### src/rtl/ifu_fetch_pkg.sv
// Shared IFU definitions: FSM state encodings, bus response code and reset PC.
package ifu_fetch_pkg;

    typedef enum logic [1:0] {
        S_REQ    = 2'd0,
        S_RESP   = 2'd1,
        S_OUT    = 2'd2,
        S_WAITPC = 2'd3
    } ifu_state_e;

    localparam logic [1:0]  RESP_OKAY    = 2'b00;
    localparam logic [31:0] RESET_PC_DEF = 32'h8000_0000;

    function automatic logic pc_misaligned(input logic [1:0] pc_lsb);
        return pc_lsb != 2'b00;
    endfunction

endpackage

### src/rtl/ifu_fetch_perf.sv
// IFU performance counters (fetches, stall cycles, faults); used only when
// IFU_FETCH_PERF_EN is defined. Counters wrap modulo 2^32.
module ifu_fetch_perf (
    input  logic        i_clk,
    input  logic        i_rst,
    input  logic        i_fetch_acc,
    input  logic        i_fault_acc,
    input  logic        i_stall,
    output logic [31:0] o_fetch_cnt,
    output logic [31:0] o_stall_cnt,
    output logic [31:0] o_fault_cnt
);

    logic [31:0] r_fetch_cnt;
    logic [31:0] r_stall_cnt;
    logic [31:0] r_fault_cnt;

    always_ff @(posedge i_clk or posedge i_rst) begin
        if (i_rst) begin
            r_fetch_cnt <= '0;
            r_stall_cnt <= '0;
            r_fault_cnt <= '0;
        end else begin
            if (i_fetch_acc) r_fetch_cnt <= r_fetch_cnt + 32'd1;
            if (i_stall)     r_stall_cnt <= r_stall_cnt + 32'd1;
            if (i_fault_acc) r_fault_cnt <= r_fault_cnt + 32'd1;
        end
    end

    assign o_fetch_cnt = r_fetch_cnt;
    assign o_stall_cnt = r_stall_cnt;
    assign o_fault_cnt = r_fault_cnt;

endmodule

### src/rtl/ifu_fetch.sv
// Non-pipelined instruction fetch: one AR/R read per instruction, valid/ready to decode.
// Optional perf counters are enabled by defining IFU_FETCH_PERF_EN.
module ifu_fetch
    import ifu_fetch_pkg::*;
#(
    parameter int                   CPU_WIDTH = 32,
    parameter logic [CPU_WIDTH-1:0] RESET_PC  = CPU_WIDTH'(RESET_PC_DEF)
) (
    input  logic                 i_clk,
    input  logic                 i_rst,
    input  logic [CPU_WIDTH-1:0] i_next_pc,
    input  logic                 i_next_pc_vld,
    output logic                 o_imem_arvalid,
    input  logic                 i_imem_arready,
    output logic [CPU_WIDTH-1:0] o_imem_araddr,
    input  logic                 i_imem_rvalid,
    output logic                 o_imem_rready,
    input  logic [CPU_WIDTH-1:0] i_imem_rdata,
    input  logic [1:0]           i_imem_rresp,
    output logic                 o_ifu_valid,
    input  logic                 i_idu_ready,
    output logic [CPU_WIDTH-1:0] o_ifu_pc,
    output logic [CPU_WIDTH-1:0] o_ifu_inst,
    output logic                 o_ifu_fault
`ifdef IFU_FETCH_PERF_EN
    ,
    output logic [31:0]          o_perf_fetch_cnt,
    output logic [31:0]          o_perf_stall_cnt,
    output logic [31:0]          o_perf_fault_cnt
`endif
);

    ifu_state_e           r_state;
    ifu_state_e           w_next;
    logic [CPU_WIDTH-1:0] r_pc;
    logic [CPU_WIDTH-1:0] r_inst;
    logic                 r_fault;
    logic                 w_rfire;
    logic                 w_rfault;
    logic                 w_redirect;
    logic                 w_misalign;
    logic                 w_acc;

    assign w_rfire    = (r_state == S_RESP) && i_imem_rvalid;
    assign w_rfault   = i_imem_rresp != RESP_OKAY;
    assign w_redirect = (r_state == S_WAITPC) && i_next_pc_vld;
    assign w_misalign = pc_misaligned(i_next_pc[1:0]);
    assign w_acc      = (r_state == S_OUT) && i_idu_ready;

    always_ff @(posedge i_clk or posedge i_rst) begin
        if (i_rst) r_state <= S_REQ;
        else       r_state <= w_next;
    end

    always_comb begin
        w_next = r_state;
        case (r_state)
            S_REQ:    if (i_imem_arready) w_next = S_RESP;
            S_RESP:   if (i_imem_rvalid)  w_next = S_OUT;
            S_OUT:    if (i_idu_ready)    w_next = S_WAITPC;
            S_WAITPC: if (i_next_pc_vld)  w_next = w_misalign ? S_OUT : S_REQ;
        endcase
    end

    // A misaligned redirect skips the bus and is delivered directly as a fault.
    always_ff @(posedge i_clk or posedge i_rst) begin
        if (i_rst) begin
            r_pc    <= RESET_PC;
            r_inst  <= '0;
            r_fault <= 1'b0;
        end else if (w_rfire) begin
            r_fault <= w_rfault;
            r_inst  <= w_rfault ? '0 : i_imem_rdata;
        end else if (w_redirect) begin
            r_pc <= i_next_pc;
            if (w_misalign) begin
                r_fault <= 1'b1;
                r_inst  <= '0;
            end
        end
    end

    assign o_imem_arvalid = (r_state == S_REQ);
    assign o_imem_araddr  = o_imem_arvalid ? r_pc : '0;
    assign o_imem_rready  = (r_state == S_RESP);
    assign o_ifu_valid    = (r_state == S_OUT);
    assign o_ifu_pc       = o_ifu_valid ? r_pc : '0;
    assign o_ifu_inst     = r_inst;
    assign o_ifu_fault    = r_fault;

`ifdef IFU_FETCH_PERF_EN
    ifu_fetch_perf u_perf (
        .i_clk       (i_clk),
        .i_rst       (i_rst),
        .i_fetch_acc (w_acc),
        .i_fault_acc (w_acc & r_fault),
        .i_stall     (((r_state == S_REQ) && !i_imem_arready) ||
                      ((r_state == S_RESP) && !i_imem_rvalid)),
        .o_fetch_cnt (o_perf_fetch_cnt),
        .o_stall_cnt (o_perf_stall_cnt),
        .o_fault_cnt (o_perf_fault_cnt)
    );
`else
    logic w_unused_acc;
    assign w_unused_acc = w_acc;
`endif

`ifdef SIMULATION
    always_ff @(posedge i_clk) begin
        if (!i_rst && i_next_pc_vld && r_state != S_WAITPC)
            $error("ifu_fetch: i_next_pc_vld outside S_WAITPC ignored");
    end
`endif

endmodule

### config.mk
export PLATFORM = sky130hd
export DESIGN_NAME = ifu_fetch
export DESIGN_NICKNAME = d
export VERILOG_FILES = /design/src/rtl/ifu_fetch_pkg.sv /design/src/rtl/ifu_fetch_perf.sv /design/src/rtl/ifu_fetch.sv
export SDC_FILE = /design/constraint.sdc
export NUM_CORES = 1
export LEC_CHECK = 0
export BUFFER_PORTS_ARGS = -buffer_cell sky130_fd_sc_hd__buf_2
export CAP_MARGIN = 5
export CORE_UTILIZATION = 40
export DETAILED_ROUTE_END_ITERATION = 8
export GPL_TIMING_DRIVEN = 1
export PLACE_DENSITY = 0.83
export SLEW_MARGIN = 5
export SYNTH_ARGS = -nofsm -noshare
export SYNTH_HDL_FRONTEND = slang
export SYNTH_SLANG_ARGS = --single-unit
### constraint.sdc
create_clock -name i_clk -period 2.31 [get_ports i_clk]
set_clock_uncertainty 0.1 [all_clocks]
set_input_delay 0.462 -clock i_clk [delete_from_list [all_inputs] [get_ports i_clk]]
set_output_delay 0.462 -clock i_clk [all_outputs]
set_load 0.03 [all_outputs]
==> results.md <==
- The post-synth net total is 303.
- The layout-stage area growth over the synthesis result is 38.0%.
- The total number of vias is 2354.
- In this run the register-to-register setup slack is 710 ps.
- The worst-case reg-to-reg path depth is 4.
- The area of the mapped netlist is 0.00297 mm^2.
- Static timing analysis puts the maximum clock frequency at 462 MHz.
- On the worst path, the slowest cell contributes a delay of 500 ps.
- Setup violations remaining at the end of the flow were counted as 0.
- The arrival time of the worst setup path is 1600 ps.
- The number of antenna repair diodes is 0.
- The path type of the worst setup path is flip-flop to output port.
- Measured along the y axis, the die boundary spans 88.2 um.
- Buffers added to address setup during post-CTS repair amount to 0.
- In this run the worst path has a maximum fanout of 33.
- The effective utilization at floorplan is 41.2%.
- The flow ran to the end, and the final reports show no timing, DRC or antenna violations.
- The final weighted congestion of routability-driven global placement is 0.797.
- In this run the deepest clock path goes through 2 buffers.
- The synthesized design spends more area on one cell type than any other, namely sky130_fd_sc_hd__dfrtp_1.
- The final hold violation count is 0.
- The worst voltage drop across the vdd grid is 496 uV.
- Entering global routing, the biggest net connects 36 pins.
- The via count of the first global-routing pass is 2091.
- The worst-path cell with the longest stage delay is sky130_fd_sc_hd__dfrtp_1.
- The analysis attributes to cell leakage a power of 2.28 nW.
- Input and output buffers added on the ports amount to 171.
- In the synthesized netlist the async set-or-reset flop fraction comes to 100%.
- In the routed layout, each cell is associated on average with a via count of 4.64.
- The number of top-level design ports is 172.
- The startpoint identified for the worst register-to-register timing path is r_state[0].
- In this run, distinct cell masters in the synthesized netlist total 23.
- The net count of the finished layout is 476.
- The number of enable-type register cells in the synthesized netlist is 0.
- Of the synthesized area, sequential elements account for 56.4%.
- The detail route stage leaves a number of antenna-violating nets equal to 0.
- The initial detailed-routing violation count is 93.
- The number of sinks driven by the clock tree is 67.
- The remaining design rule violation count is 0.
- Yosys printed 0 warnings.
- The number of clock buffers inserted by TritonCTS is 9.
- In the global route stage, overall resource usage came out at 16.9%.
- The die span in x is 88.2 um.
- The area of the core is 0.00721 mm^2.
- The reg-to-reg critical path endpoint is o_ifu_inst[6].
- STA classifies the critical path startpoint as a flip-flop.
- Counting I/O delays and the setup requirement, the final critical path takes 2160 ps.
- After synthesis, the largest area contributor takes up 55.6% of total cell area.
- Detailed placement finished with a half-perimeter wire length of 4.99 mm.
- After technology mapping, the gate count stands at 231.
- The first-pass GRT wire length is 9.89 mm.
- For the worst setup path, the data required time is 1750 ps.
- The routed wirelength normalized by instance count is 13.2 um.
- The commonest cells after synthesis are 66 x sky130_fd_sc_hd__dfrtp_1, 64 x sky130_fd_sc_hd__and2_1, 32 x sky130_fd_sc_hd__mux2_2, 18 x sky130_fd_sc_hd__a22o_2, 14 x sky130_fd_sc_hd__a22o_1.
- The number of detailed-routing iterations run before antenna repair is 4.
- By area the synthesized netlist is led by sky130_fd_sc_hd__dfrtp_1 56%, sky130_fd_sc_hd__and2_1 13%, sky130_fd_sc_hd__mux2_2 12%.
- Measured against its own limit, the worst slew margin works out to 54.4%.
- Max-cap violations in this run came to 0.
- The class of the most critical hold timing path is primary input to async pin.
- The cell family contributing the most delay on the critical path is flip-flops.
- The site row count is 31.
- The depth of the CTS H-tree is 3.
- The floorplan step defined a die boundary enclosing 0.00778 mm^2.
- The most common cell in the synthesized netlist is sky130_fd_sc_hd__dfrtp_1.
- In this run the power density over the cells is 1340 mW/mm^2.
- The TritonCTS clock tree is done.
- For this run, the leading register cell type out of synthesis is sky130_fd_sc_hd__dfrtp_1.
- The setup TNS is 0 ps.
- The routed wire length is 6.69 mm.
- Global routing finished with a remaining overflow of 0.
- The number of buffers and inverters on the critical path is 2.
- The clock-pin slew on the worst setup and hold paths is 80 ps.
- STA classifies the critical path endpoint as an output port.
- The pin slew with the least headroom to its limit is 683 ps.
- Final hold analysis gives a worst-case slack of 122 ps.
- The final critical-path share of the clock period is 93.7%.
- The number of antenna violations at the first check in global routing was 0.
- The share of the core filled with cells is 56.9%.
- The post-route netlist has 61.5% of its cells at a drive strength greater than 1.
- The source-to-sink clock delay at the later pin of the worst-skew pair is 320 ps.
- The post-synthesis average cell area is 12.9 um^2.
- The max-slew violation total from the final report came to 0.
- The clock root buffer is sky130_fd_sc_hd__clkbuf_8.
- Traced cell by cell, the critical path runs through nor2b_2, buf_4, and2_1, buf_2.
- The register bit count reported by yosys is 67.
- Setup repair after global routing left no endpoint under its margin.
==> metrics by stage <==
step / total power, W / setup WS, ps / instance area [um^2] / std cells
6_report: 0.00551 / 146 / 4100 / 507
3_5_place_dp: 0.00469 / 382 / 3920 / 492
2_1_floorplan: 0.00391 / 66.5 / 2970 / 231
4_1_cts: 0.00557 / 12.1 / 4100 / 507
3_3_place_gp: 0.00460 / 423 / 3920 / 492
5_1_grt: 0.00587 / 16.9 / 4100 / 507
==> layer usage <==
| metal | routed length [um] | vias to the layer above | track usage (%) |
|---|---|---|---|
| met4 | 68 | 0 | 6.16 |
| met2 | 3470 | 96 | 29.5 |
| li1 | - | 1142 | - |
| met3 | 440 | 7 | 4.66 |
| met1 | 2710 | 1109 | 19.8 |
| met5 | 0 | - | 0 |
==> what timing repair did <==
item	4_1_cts	5_1_grt
hold buffers	0	0
resized for setup	0	1
endpoints found under the setup margin	0	32
==> cells in the final DEF, fill, tap and decap left out, drive strengths merged <==
cell | Yosys | final
inv | 2 | 2
o211ai | 1 | 1
nor2 | 2 | 2
dfstp | 1 | 1
nor3 | 1 | 1
nor2b | 2 | 2
o21ai | 3 | 3
a21oi | 2 | 2
nor4 | 1 | 1
buf | 12 | 179
and2 | 64 | 64
and2b | 1 | 1
mux2 | 32 | 32
o211a | 1 | 1
nand3 | 1 | 1
nand2 | 2 | 2
clkinv | 0 | 2
dfrtp | 66 | 66
a22o | 32 | 32
clkbuf | 5 | 13
==> flip-flops by register name (all words and copies together) (netlist names) <==
| register | flops |
|---|---|
| o_ifu_fault | 1 |
| o_ifu_inst | 32 |
| r_pc | 32 |
| r_state | 2 |
==> worst max-delay path by stage <==
stage / endpoint / start / cells past startpoint
2_1_floorplan: o_ifu_fault / i_rst / 1
3_3_place_gp: o_ifu_pc[28] / r_state[1] / 4
3_5_place_dp: o_ifu_pc[7] / r_state[1] / 4
4_1_cts: o_ifu_pc[7] / r_state[1] / 4
5_1_grt: o_ifu_pc[25] / r_state[0] / 4
6_report: o_ifu_pc[3] / r_state[0] / 4
==> power breakdown <==
part	switching, W	internal, W	leakage [nW]
Clock	0.000407	0.000469	0.0953
Combinational	0.00172	0.00103	1.34
Sequential	0.000283	0.00159	0.848
Total	0.00241	0.00309	2.28
==> area by class of cell <==
type	count	area, um^2
Clock buffer	13	169
Clock inverter	2	10.0
Fill cell	671	3110
Inverter	2	7.51
Multi-Input combinational cell	145	1190
Sequential cell	67	1680
Tap cell	99	124
Timing Repair Buffer	179	928
==> kinds of logic (layout without fill, tap and decap cells) <==
kind of cell | after synthesis | count (layout) | share of synthesized area, %
simple gates | 74 | 74 | 15.9
flops | 67 | 67 | 56.4
compound gates | 39 | 39 | 11.7
mux | 32 | 32 | 12.1
buf+inv | 19 | 196 | 3.83
==> worst register-to-register path, delay by kind of cell (launching register included) <==
kind                   cells  cell delay, ps
buffers and inverters      1             360
AOI/OAI and AO/OA          1             210
DFF                        1             550
and+or+nand+nor            2             320
Power figures use the tool's default switching activity.
